File: config.mk
export PLATFORM = sky130hd
export DESIGN_NAME = restoring_divider
export DESIGN_NICKNAME = d
export VERILOG_FILES = /design/src/rtl/div_pkg.sv /design/src/rtl/div_step.sv /design/src/rtl/restoring_divider.sv
export SDC_FILE = /design/constraint.sdc
export NUM_CORES = 1
export LEC_CHECK = 0
export ABC_CLOCK_PERIOD_IN_PS = 2460
export CAP_MARGIN = 20
export CORE_UTILIZATION = 56
export DETAILED_ROUTE_END_ITERATION = 16
export DONT_BUFFER_PORTS = 1
export MAX_ROUTING_LAYER = met4
export PLACE_DENSITY = 0.85
export REMOVE_ABC_BUFFERS = 1
export SYNTH_ARGS = -nofsm -noshare
export SYNTH_HDL_FRONTEND = slang
export SYNTH_SLANG_ARGS = --single-unit
File: constraint.sdc
create_clock -name clk -period 2.46 [get_ports clk]
set_input_delay 0.246 -clock clk [delete_from_list [all_inputs] [get_ports clk]]
set_output_delay 0.246 -clock clk [all_outputs]
set_load 0.01 [all_outputs]
File: src/rtl/div_pkg.sv
// Shared types and default widths for the restoring divider.
package div_pkg;

  typedef enum logic [1:0] {
    IDLE = 2'd0,
    CALC = 2'd1,
    DONE = 2'd2
  } div_state_e;

  localparam int unsigned DIV_DIVIDEND_W = 16;
  localparam int unsigned DIV_DIVISOR_W  = 8;

  // Bit-counter width for a given dividend width; never less than one bit.
  function automatic int unsigned div_cnt_w(input int unsigned w);
    return (w > 1) ? $clog2(w) : 1;
  endfunction

  localparam int unsigned DIV_CNT_W = div_cnt_w(DIV_DIVIDEND_W);

endpackage

File: src/rtl/div_step.sv
// One radix-2 restoring step: shift in the next dividend bit, subtract the divisor if it fits.
module div_step
  import div_pkg::*;
#(
  parameter int unsigned DIVISOR_W = DIV_DIVISOR_W
) (
  input  logic [DIVISOR_W:0]   r,
  input  logic                 din,
  input  logic [DIVISOR_W-1:0] divisor,
  output logic [DIVISOR_W:0]   r_next_c,
  output logic                 q_bit_c
);

  localparam int unsigned SH_W = DIVISOR_W + 2;

  logic [SH_W-1:0] shifted;
  logic [SH_W-1:0] diff;

  assign shifted  = {r, din};
  assign diff     = shifted - SH_W'(divisor);
  assign q_bit_c  = (shifted >= SH_W'(divisor));
  // Partial remainder stays below the divisor, so the top bit can be dropped.
  assign r_next_c = q_bit_c ? (DIVISOR_W + 1)'(diff) : (DIVISOR_W + 1)'(shifted);

endmodule

File: src/rtl/restoring_divider.sv
// Sequential radix-2 restoring divider with valid/ready handshakes on both sides.
// Define DIV_SIGNED_EN for two's-complement operands (truncate toward zero).
module restoring_divider
  import div_pkg::*;
#(
  parameter int unsigned DIVIDEND_W = DIV_DIVIDEND_W,
  parameter int unsigned DIVISOR_W  = DIV_DIVISOR_W
) (
  input  logic                  clk,
  input  logic                  rst,
  input  logic                  in_valid,
  output logic                  in_ready,
  input  logic [DIVIDEND_W-1:0] dividend,
  input  logic [DIVISOR_W-1:0]  divisor,
  output logic                  out_valid,
  input  logic                  out_ready,
  output logic [DIVIDEND_W-1:0] quotient,
  output logic [DIVISOR_W-1:0]  remainder,
  output logic                  div_by_zero
);

  localparam int unsigned CNT_W = div_cnt_w(DIVIDEND_W);
  localparam int unsigned REM_W = DIVISOR_W + 1;

  div_state_e state, state_next;

  logic [DIVIDEND_W-1:0] dvd_q;
  logic [DIVISOR_W-1:0]  dvs_q;
  logic [REM_W-1:0]      rem_q;
  logic [REM_W-1:0]      rem_next;
  logic [CNT_W-1:0]      cnt_q;
  logic                  q_bit;

  logic                  accept_c;
  logic                  take_c;
  logic                  last_c;
  logic                  zero_div_c;
  logic [DIVIDEND_W-1:0] dvd_mag_c;
  logic [DIVISOR_W-1:0]  dvs_mag_c;
  logic [DIVIDEND_W-1:0] quo_mag_c;
  logic [DIVISOR_W-1:0]  rem_mag_c;
  logic [DIVIDEND_W-1:0] quo_fin_c;
  logic [DIVISOR_W-1:0]  rem_fin_c;

  assign accept_c   = in_valid & in_ready;
  assign take_c     = out_valid & out_ready;
  assign zero_div_c = (divisor == '0);
  assign last_c     = (state == CALC) && (cnt_q == '0);
  // Dividend register doubles as the quotient shift register.
  assign quo_mag_c  = DIVIDEND_W'({dvd_q, q_bit});
  assign rem_mag_c  = DIVISOR_W'(rem_next);

  div_step #(.DIVISOR_W(DIVISOR_W)) u_step (
    .r        (rem_q),
    .din      (dvd_q[DIVIDEND_W-1]),
    .divisor  (dvs_q),
    .r_next_c (rem_next),
    .q_bit_c  (q_bit)
  );

`ifdef DIV_SIGNED_EN
  logic neg_q_q;
  logic neg_r_q;

  // Divide magnitudes; the most-negative value maps onto itself as an unsigned magnitude.
  assign dvd_mag_c = dividend[DIVIDEND_W-1] ? DIVIDEND_W'(-dividend) : dividend;
  assign dvs_mag_c = divisor[DIVISOR_W-1] ? DIVISOR_W'(-divisor) : divisor;
  assign quo_fin_c = neg_q_q ? DIVIDEND_W'(-quo_mag_c) : quo_mag_c;
  assign rem_fin_c = neg_r_q ? DIVISOR_W'(-rem_mag_c) : rem_mag_c;

  always_ff @(posedge clk) begin
    if (rst) begin
      neg_q_q <= 1'b0;
      neg_r_q <= 1'b0;
    end else if (accept_c) begin
      neg_q_q <= dividend[DIVIDEND_W-1] ^ divisor[DIVISOR_W-1];
      neg_r_q <= dividend[DIVIDEND_W-1];
    end
  end
`else
  assign dvd_mag_c = dividend;
  assign dvs_mag_c = divisor;
  assign quo_fin_c = quo_mag_c;
  assign rem_fin_c = rem_mag_c;
`endif

  // State register.
  always_ff @(posedge clk) begin
    if (rst) state <= IDLE;
    else     state <= state_next;
  end

  // Next-state logic; divide-by-zero skips the iteration entirely.
  always_comb begin
    state_next = state;
    case (state)
      IDLE:    if (accept_c) state_next = zero_div_c ? DONE : CALC;
      CALC:    if (cnt_q == '0) state_next = DONE;
      DONE:    if (take_c) state_next = IDLE;
      default: state_next = IDLE;
    endcase
  end

  // Datapath, handshake flags and result registers.
  always_ff @(posedge clk) begin
    if (rst) begin
      in_ready    <= 1'b1;
      out_valid   <= 1'b0;
      quotient    <= '0;
      remainder   <= '0;
      div_by_zero <= 1'b0;
      dvd_q       <= '0;
      dvs_q       <= '0;
      rem_q       <= '0;
      cnt_q       <= '0;
    end else begin
      in_ready  <= (state_next == IDLE);
      out_valid <= (state_next == DONE);
      if ((state == IDLE) && accept_c) begin
        dvd_q <= dvd_mag_c;
        dvs_q <= dvs_mag_c;
        rem_q <= '0;
        cnt_q <= CNT_W'(DIVIDEND_W - 1);
        if (zero_div_c) begin
          quotient    <= '1;
          remainder   <= dividend[DIVISOR_W-1:0];
          div_by_zero <= 1'b1;
        end
      end else if (state == CALC) begin
        dvd_q <= quo_mag_c;
        rem_q <= rem_next;
        cnt_q <= cnt_q - CNT_W'(1);
        if (last_c) begin
          quotient    <= quo_fin_c;
          remainder   <= rem_fin_c;
          div_by_zero <= 1'b0;
        end
      end
    end
  end

endmodule

## Word level (Yosys, flattened, before mapping)

Cells that the tools add are included.

| storage, ports and cells | value |
|---|---|
| register bits | 66 |
| output and inout bits | 27 |
| input bits | 28 |

| operators by class | value |
|---|---|
| mux-type cells | 22 |
| equal/unequal tests | 4 |
| $lt $le $gt $ge | 1 |
| bitwise logic cells | 2 |
| reduce and logical (&&, ||, !) cells | 10 |
| add/subtract/negate cells | 2 |

Operators by type and width:

| cell | count |
|---|---|
| $mux 16 | 6 |
| $mux 8 | 4 |
| $ge 10x8->1 | 1 |
| $mux 9 | 1 |
| $sub 9x8->9 | 1 |
| $logic_not 8->1 | 1 |
| $mux 2 | 4 |
| $mux 4 | 2 |
| $pmux 2 s3 | 1 |
| $eq 2x2->1 const B | 2 |
| $logic_not 2->1 | 2 |
| $logic_not 4->1 | 1 |
| $mux 1 | 4 |
| $reduce_bool 2->1 | 2 |
| $sub 4x1->4 const B | 1 |
| $reduce_and 3->1 | 1 |
| $and 1x1->1 | 2 |
| $eq 2x1->1 const B | 1 |
| $logic_and 1x1->1 | 2 |
| $ne 2x2->1 const B | 1 |
| $reduce_or 2->1 | 1 |

## Longest topological paths before layout

| logic depth | value |
|---|---|
| depth after elaboration | 5 |
| gate-level depth with buffers | 11 |
| depth with buffers taken out | 10 |

## By module

From an unflattened synthesis, not the netlist that was laid out.

| unflattened totals | value |
|---|---|
| cells, all modules | 350 |
| area total of the unflattened synthesis | 3,173.0 um^2 |

Modules (own cells, without submodules):

| module | area each (um^2) | cells an instance | sequential area each (um^2) | times used |
|---|---|---|---|---|
| restoring_divider | 2,650.0 | 275 | 1,321.3 | 1 |
| div_step | 523.0 | 75 | 0.0 | 1 |

## Least setup slack after synthesis

No wires, ideal clock.

| timing path | value |
|---|---|
| path kind | flip-flop to flip-flop |
| from | register dvd_q[15] |
| to | register remainder[1] |
| arrival | 2.281 ns |
| cell stages (with the launch flop) | 12 |
| slack | 0.108 ns |
| data required time | 2.390 ns |
| clock period less this slack | 2.352 ns |
| buffers on the path | 1 |
| path through | dfxtp_1 inv_1 ha_1 inv_1 fa_1 nand3_1 a31oi_1 or4_1 buf_6 mux2i_1 a211o_1 a21oi_1 |

| on the way | value |
|---|---|
| longest elaborated chain between the ends | 5 |

RTL lines:

| item | line | text |
|---|---|---|
| from (decl) | restoring_divider.sv:27 | `logic [DIVIDEND_W-1:0] dvd_q;` |
| from (signal assigned) | restoring_divider.sv:120 | `dvd_q <= dvd_mag_c;` |
| from (signal assigned) | restoring_divider.sv:130 | `dvd_q <= quo_mag_c;` |
| $sub 9x8->9 or $ge 10x8->1 (tied branches) | div_step.sv:20, div_step.sv:21 |  |
| $mux 9 * | div_step.sv:23 | `assign r_next_c = q_bit_c ? (DIVISOR_W + 1)'(diff) : (DIVISOR_W + 1)'(shifted);` |
| $mux 8 * | restoring_divider.sv:133 | `if (last_c) begin` |
| $mux 8 * | restoring_divider.sv:129 | `end else if (state == CALC) begin` |
| $mux 8 * | restoring_divider.sv:119 | `if ((state == IDLE) && accept_c) begin` |
| to (signal assigned) | restoring_divider.sv:126 | `remainder <= dividend[DIVISOR_W-1:0];` |
| to (signal assigned) | restoring_divider.sv:135 | `remainder <= rem_fin_c;` |
| to (decl) | restoring_divider.sv:18 | `output logic [DIVISOR_W-1:0] remainder,` |

Mark *: on every way between the ends. The rest lies on a longest branch, timed or not. The select of a mux whose other input is x is not followed.
A chain may end at the register's enable or synchronous reset.

## Worst setup path after layout

| timing path | value |
|---|---|
| from | register dvd_q[15] |
| to | register remainder[2] |

The elaborated chain is that of the path after synthesis.

==> flow_summary.toml <==
[status]
status = "complete, no violations"

[setup_path]
startpoint_type = "flip-flop"
cp.required_ns = 2.73
critPathKind = "flip-flop to flip-flop"
end_kind = "flip-flop"
reg2reg_depth = 10
crit_arrival_ns = 2.65
cp_max_fo = 6

[logic_synthesis]
synth_top_area_share_pct = 44.2
synth_area_leader_cell = "dfxtp_1"
yosys_register_bits = 66
synthCells = 372
ys_types = 44
syn_area_sq_mm = 0.00299
async_reset_ff_share_pct = 0
ys_seq_area_share_pct = 44.2
avgSynthCellArea_sq_um = 8.04
synth_edf_count = 0
ys.flop_type = "dfxtp_1"
synth.area.top_cells = "dfxtp_1, nand2_1, nor2_1, a21oi_1, a311oi_1"
yosys_warnings = 0

[floorplanning]
core_area_sq_mm = 0.00514
die_h_um = 75.1
die-area_sq_mm = 0.00564
row_count = 26
die_w_um = 75.1
ios = 55
start_util_pct = 58.2

[worst_hold_path]
hold_path.class = "input port to flip-flop"
holdPathStages = 2

[timing]
finalHoldViolCount = 0
worst_pin_slew_ns = 0.663
setup_violations = 0
final.min_clock_period_ns = 2.38
relSlewSlack_pct = 55.7
rsz0062_at_grt = "false"
fin_skew_ns = 0.0103
clock.fmax_ghz = 0.420
period_share_pct = 96.9
drv_slew = 0

[grt]
grt_usage_pct = 29.2
grt_first_pass_wirelength_mm = 11.8
overflow = 0
grt_max_degree = 57
grt_antenna_before_repair = 0
grt_pass1_vias = 2546

[detailed_routing]
wl_per_cell_um = 16.4
drt_pre_antenna_iters = 4
vias_per_cell = 6.07
wl_mm = 7.40
final_antenna_net_count = 0
vias = 2743
drt_iter0_markers = 172
drc = 0

[placement]
hpwl_mm = 4.94
gp_congestion = 0.881
port-buffer-count = 0

[final_layout]
fin_util_pct = 65.6
syn2layout_area_growth_pct = 12.7
antenna_cells = 0
nFillCells = 457
nets = 415
drive_gt1_share_pct = 12.8

[pwr]
peakVddDrop_mv = 0.974
p_leak_nw = 1.23
cellPowerDensity_mw_per_mm2 = 1280
design_power_total_w = 0.00431

[cts]
cts_root_buf = "clkbuf_8"
clk_latency_ns = 0.35
cts_max_level = 3
tritoncts = "yes"
clk_pin_slew_ns = 0.08
clock_path_buffers = 2
cts_made_buffers = 9
clock-sinks = 66

[run]
cap_violations = 0
==> path summary, 6_finish.rpt <==
check	startpoint	endpoint	slack (ns)
worst max-delay path	dvd_q[15]	remainder[2]	0.08
worst min-delay path	divisor[2]	dvs_q[2]	0.03
worst max register to register	dvd_q[15]	remainder[2]	0.08
worst min register to register	dvs_q[3]	dvs_q[3]	0.46
==> placed cells by master (no fill, tap or decap), types with 5 or more instances in the layout <==
| cell | Yosys | final |
|---|---|---|
| a211oi_1 | 8 | 7 |
| a21oi_1 | 26 | 24 |
| dfxtp_1 | 66 | 65 |
| a22oi_1 | 5 | 5 |
| ha_1 | 9 | 8 |
| a31oi_1 | 11 | 10 |
| buf_4 | 0 | 17 |
| nor2_1 | 35 | 35 |
| nand3_1 | 8 | 7 |
| nor3_1 | 19 | 19 |
| o21ai_0 | 14 | 14 |
| inv_1 | 11 | 11 |
| nand2_1 | 76 | 76 |
| a311oi_1 | 13 | 13 |
| o21a_1 | 5 | 5 |
| clkbuf_8 | 0 | 9 |
==> cell families after synthesis <==
logic type	synth area share, %
compound gates	21.7
xor+xnor	1.46
fa+ha+maj	4.44
buf+inv	4.73
flops	44.2
mux	1.34
simple gates	22.2
==> state kept, by name (all words and copies together), names as in the netlist <==
signal and count:
quotient 16, state 2, dvd_q 16, out_valid 1
cnt_q 4, rem_q 9, div_by_zero 1, in_ready 1
remainder 8, dvs_q 8
==> worst max-delay path, stage by stage (launching register included) <==
cell      delay, ns
dfxtp_1        0.32
inv_1          0.05
ha_2           0.16
inv_1          0.05
fa_2           0.34
nand3_2        0.11
a31oi_2        0.10
or4_4          0.60
mux2i_1        0.16
a21o_1         0.19
a211oi_2       0.21
==> through the flow <==
stage          hold WS (ns)  instances  instance area (sq um)  setup slack (ns)  TNS, ns
2_1_floorplan         0.315        348                   2890            -0.739    -8.68
3_3_place_gp          0.319        433                   3100            0.0109        0
3_5_place_dp          0.320        433                   3100           -0.0599   -0.204
4_1_cts              0.0152        450                   3320            0.0286        0
5_1_grt              0.0191        452                   3370          0.000768        0
6_report             0.0316        452                   3370            0.0774        0
==> power breakdown <==
part / total [W] / switching, W / internal [W]
combinational: 0.00187 / 0.00105 / 0.000814
clock: 0.000910 / 0.000445 / 0.000466
sequential: 0.00153 / 0.000228 / 0.00131
total: 0.00431 / 0.00173 / 0.00259
==> layer usage <==
| metal | vias up | GRT usage [%] | share of wire [%] |
|---|---|---|---|
| met4 | 0 | 9.01 | 1.1 |
| met5 | - | - | 0 |
| met1 | 1285 | 34.5 | 42 |
| met2 | 123 | 46.4 | 47 |
| li1 | 1328 | - | - |
| met3 | 7 | 10.7 | 9.6 |
==> Yosys cell counts, types with 2 or more instances <==
| master | n |
|---|---|
| a311oi_1 | 13 |
| or3b_1 | 2 |
| o21a_1 | 5 |
| a31oi_1 | 11 |
| o21ai_0 | 14 |
| o21ai_1 | 3 |
| a21oi_1 | 26 |
| xor2_1 | 2 |
| nand2_1 | 76 |
| buf_2 | 2 |
| nand3_1 | 8 |
| nor3_1 | 19 |
| mux2i_1 | 4 |
| nor2_1 | 35 |
| buf_1 | 3 |
| or4_1 | 2 |
| dfxtp_1 | 66 |
| inv_1 | 11 |
| a22oi_1 | 5 |
| xnor2_1 | 3 |
| nand4_1 | 2 |
| nor4_1 | 3 |
| a211o_1 | 3 |
| clkbuf_1 | 18 |
| nor2b_1 | 2 |
| ha_1 | 9 |
| a211oi_1 | 8 |
==> layout make-up <==
type	count	area, sq um	share of cell area (%)
multi-input cells	271	1580	46.8
repair buffers	18	148	4.38
clock buffers	9	124	3.68
clock inverters	7	70.1	2.08
well taps	70	87.6	2.60
inverters	11	41.3	1.23
flip-flops and latches	66	1320	39.2
==> timing repair <==
item,CTS,global route
setup buffers,0,2
pin swaps,0,3
hold buffers,1,0
resized for setup,1,10
hold endpoints to repair,56,0
endpoints found under the setup margin,5,7
Power figures use the tool's default switching activity.
==> variant 1 (config.mk and constraints unchanged) <==
Change the package constant `DIV_DIVISOR_W` from 8 to 10.
--- a/src/rtl/div_pkg.sv
+++ b/src/rtl/div_pkg.sv
@@ -8,7 +8,7 @@
   } div_state_e;
 
   localparam int unsigned DIV_DIVIDEND_W = 16;
-  localparam int unsigned DIV_DIVISOR_W  = 8;
+  localparam int unsigned DIV_DIVISOR_W  = 10;
 
   // Bit-counter width for a given dividend width; never less than one bit.
   function automatic int unsigned div_cnt_w(input int unsigned w);
Interface: changed (resized divisor and remainder); port bits go from 55 to 59. No check against the original RTL was run, so the function may have changed too.
==> variant 1 against the original RTL <==
Sequential cell count is 6 higher; synthesized area is 15% higher; non-clock buffer count is 3 lower; synthesized cell count up 9.7%; cell area rose by 14%; power up 24%; largest power group unchanged; routed wire length is 23% higher; setup slack better by 0.013 ns; highest routed layer unchanged; core utilization decreased by 0.40 points; sequential power increased by 7%; hold slack got worse by 0.013 ns.
==> variant 1: results (changes against the original RTL) <==
layout:
  num_antenna_cells: 0  # unchanged
  reg.largest.list: "dvd_q: 16 flops, quotient: 16 flops, rem_q: 11 flops"
  register_area_um2: 1440  # +9.0%
  layout-drive-gt1-share: 0.123  # -0.00479
  num-nets-final: 450  # +8.4%
  number_of_fillers_in_the_final_layout: 441  # -3.5%
synth:
  synth_cell_types: 60  # +36%
  synth-warning-count: 0  # unchanged
  synthTopCellsByArea: "dfxtp_1 42%, nand2_1 8.6%, a21oi_1 4.5%"
  flip_flop_cell_with_the_highest_count_after_synthesis: "dfxtp_1"
  synth-async-reset-ratio: 0  # unchanged
  synth.most_common_cell: "nand2_1"
  proportion_of_synthesized_chip_area_in_sequential_cells: 0.418  # -0.0241
  netlist_top_cells_count: "79 x nand2_1, 72 x dfxtp_1, 31 x a21oi_1, 31 x nor2_1, 19 x a31oi_1"
global_route:
  grt_max_degree: 55  # -3.5%
  grt_first_pass_wirelength_um: 14400  # +22%
  first_global_vias: 2977  # +17%
  number_of_antenna_violations_at_the_first_check_in_global_routing: 0  # unchanged
  grt_usage: 0.303  # +0.0109
routing:
  routed-wl-met3_um: 774  # +9.0%
  detail_route.first_pass.iterations: 5  # +1
  first_iter_violations: 313  # +82%
  met1_length_um: 3710  # +20%
  vias_per_cell: 6.44  # +6.1%
  routed-wl-met2_um: 4370  # +25%
  wl_per_cell_um: 18.7  # +14%
clocking:
  clock_tree.buffer_depth: 2  # unchanged
  cts.htree.levels: 3  # unchanged
  cts_clock_pin_slew_for_the_worst_setup_and_hold_paths_ns: 0.07
  clock_tree.root_cell: "clkbuf_8"
  clock_insertion_delay_worst_skew_ns: 0.36
  cts-buffers-inserted: 9  # unchanged
sta:
  timing.clock.skew_ns: 0.00898  # -0.00127 ns
  hold_slack_ns: 0.0184  # -0.0132 ns
  worst-slew-pin-transition_ns: 0.613  # -0.0497 ns
placement:
  postPlaceCellArea_um2: 3540  # +14%
  io_buffers: 0  # unchanged
  rd_place_congestion: 0.868  # -1.5%
  dp_hpwl_um: 6040  # +22%
min_path:
  worstHoldPathType: "input pin to flip-flop"
  timing.hold.worst_path_depth: 2  # unchanged
  worstHoldEndpoint: "dvs_q[2]"
  min-delay-start: "divisor[2]"
power_and_ir_drop:
  leakage_uw: 0.00141  # +15%
  vdd_ir_drop_max_mv: 0.939  # -3.6%
setup_path:
  worst-path-max-fanout: 8  # +2
  r2r_start: "dvs_q[9]"
  setup.worst_path.start_class: "flip-flop"
  critPathArrivalTime_ns: 2.62  # -0.03 ns
  worst_reg2reg_path_length_in_cells: 8  # -2
  reg2reg_slack_ns: 0.09
  regToRegEndpoint: "rem_q[10]"
run_status:
  outcome: "finished, final reports clean"
-- variant 1: critical path, stage by stage (launching register included) --
cell and delay, ns:
dfxtp_1 0.33, inv_1 0.04, ha_1 0.48, nand2_2 0.18, o31a_4 0.39, a211oi_2 0.22
o21ai_1 0.10, xor2_1 0.16, a2111oi_2 0.36
-- variant 1: metal layers --
| layer | track usage | vias up |
|---|---|---|
| li1 | - | 1470 |
| met1 | 0.356 | 1496 |
| met2 | 0.466 | 152 |
| met3 | 0.100 | 24 |
| met4 | 0.146 | 0 |
| met5 | - | - |
-- variant 1: where the power goes --
group	switching (uW)	internal (uW)	total [uW]
clock network	474	779	1250
logic	1410	1040	2450
registers	226	1400	1630
-- variant 1: per-stage QoR --
stage / instances / worst slack, ns
after floorplan: 382 / -1.84
after global placement: 469 / 0.146
after detailed placement: 469 / 0.0102
after CTS: 486 / 0.00137
after global routing: 488 / -0.00360
final: 488 / 0.0907
-- variant 1: cell families after synthesis --
family	Yosys count	synth area share
and+or+nand+nor	147	0.189
AOI/OAI and AO/OA	119	0.250
DFF	72	0.418
buffers and inverters	40	0.0475
adders and majority gates	12	0.0457
xor gates and xnor gates	9	0.0228
muxes	9	0.0268
-- variant 1: area by class of cell --
class                      instances  share of cell area
timing repair buffer              15              0.0357
tap                               75              0.0243
clock buffer                       9              0.0321
clock inverter                     7              0.0370
inverter                          14              0.0136
sequential                        72               0.374
multi-input combinational        296               0.484
-- variant 1: worst max-delay path by stage --
stage,cells past startpoint,endpoint,slack (ns)
after floorplan,6,remainder[9],-1.84
after global placement,9,rem_q[0],0.15
after detailed placement,9,rem_q[0],0.01
after CTS,9,rem_q[0],0.001
after global routing,7,remainder[8],-0.004
final,8,rem_q[10],0.09
-- variant 1: what timing repair did --
item / 4_1_cts / 5_1_grt
endpoints found under the hold margin: 54 / 0
endpoints found under the setup margin: 0 / 17
hold buffers: 1 / 0
gates resized for setup: 0 / 1
setup buffers: 0 / 2
==> variant 2 (same flow settings) <==
Made on the original files. Re-encode `div_state_e` (3 states) as one-hot, 3 bits wide.
--- a/src/rtl/div_pkg.sv
+++ b/src/rtl/div_pkg.sv
@@ -1,10 +1,10 @@
 // Shared types and default widths for the restoring divider.
 package div_pkg;
 
-  typedef enum logic [1:0] {
-    IDLE = 2'd0,
-    CALC = 2'd1,
-    DONE = 2'd2
+  typedef enum logic [2:0] {
+    IDLE = 3'b001,
+    CALC = 3'b010,
+    DONE = 3'b100
   } div_state_e;
 
   localparam int unsigned DIV_DIVIDEND_W = 16;
Behaviour: same outputs for any inputs over 10 cycles, from zero or initial values and one cycle with rst high; not proved beyond that.
==> variant 2 against the original RTL <==
Hold slack worse by 0.0066 ns; routed wire length up 3.1%; sequential cell count up 1; non-clock buffer count down 3; setup slack better by 0.011 ns; cell area up 2.5%; critical path depth unchanged; synthesized area up 2.9%; count of clock-buffer cells in the layout unchanged; maximum frequency up 0.45%; synthesized cell count up 4.8%.
Power is not compared: it rests on default switching activity, and its combinational part moved more than twofold at a synthesized area within 25%.
==> variant 2: results (changes against the original RTL) <==
run_status:
  outcome: "finished, final reports clean"
routing:
  detail_route.first_pass.iterations: 5  # +1
  routed-wl-met2_um: 3560  # +1.7%
  met1_length_um: 3320  # +7.1%
  wl_per_cell_um: 16.3  # -0.22%
  vias_per_cell: 6.06  # -0.14%
setup_path:
  cp_slowest_stage_delay_ns: 0.57  # -0.03 ns
  worst-path-max-fanout: 7  # +1
  critPathArrivalTime_ns: 2.58  # -0.07 ns
synth:
  synth_cell_types: 46  # +4.5%
  synthTopCellsByArea: "dfxtp_1 44%, nand2_1 8.2%, nor2_1 7.6%"
  netlist_top_cells_count: "67 x dfxtp_1, 67 x nand2_1, 62 x nor2_1"
  synthesis.area_per_instance_um2: 7.89  # -1.9%
global_route:
  first_global_vias: 2609  # +2.5%
  global_route.usage.met2: 0.442  # -0.0226
  grt_max_degree: 56  # -1.8%
  grt_first_pass_wirelength_um: 12600  # +6.8%
  met3_usage: 0.0970  # -0.0101
placement:
  postPlaceCellArea_um2: 3150  # +1.7%
  worst_setup_slack_after_placement_ns: -0.00396  # +0.0559 ns
  place_inst: 448  # +3.5%
layout:
  layout-drive-gt1-share: 0.108  # -0.0200
  clock_tree_area_fraction: 0.0551  # -0.00248
  signal_buffer_area_fraction: 0.0370  # -0.00686
  seq_area_frac: 0.389  # -0.00337
  multi_input_area_share: 0.478  # +0.0104
  num-nets-final: 431  # +3.9%
  postLayoutCoreUtil: 0.663  # +0.00791
  layout.non_clock_inverters: 14  # +3
sta:
  worst-slew-pin-transition_ns: 0.584  # -0.0784 ns
clocking:
  hold_buffer_count_at_cts: 2  # +1
min_path:
  worstHoldEndpoint: "dvs_q[0]"
==> variant 2: worst max-delay path by stage <==
| stage | startpoint | to | depth (start not counted) | slack, ns |
|---|---|---|---|---|
| after CTS | dvd_q[15] | rem_q[2] | 10 | 0.04 |
| after detailed placement | dvd_q[15] | rem_q[2] | 10 | -0.004 |
| after global placement | dvd_q[15] | rem_q[2] | 10 | 0.08 |
| after floorplan | state[2] | remainder[3] | 5 | -0.39 |
| final | dvd_q[15] | remainder[6] | 10 | 0.09 |
| after global routing | dvs_q[3] | rem_q[2] | 8 | 0.007 |
==> variant 2: cell families (layout without fill, tap and decap cells) <==
kind of cell | Yosys count | after routing | share of synthesized area
buffers and inverters | 37 | 44 | 0.0476
adders and majority gates | 10 | 10 | 0.0431
DFF | 67 | 67 | 0.436
muxes | 4 | 4 | 0.0146
AOI/OAI and AO/OA | 89 | 89 | 0.187
and+or+nand+nor | 178 | 178 | 0.258
xor gates and xnor gates | 5 | 5 | 0.0142
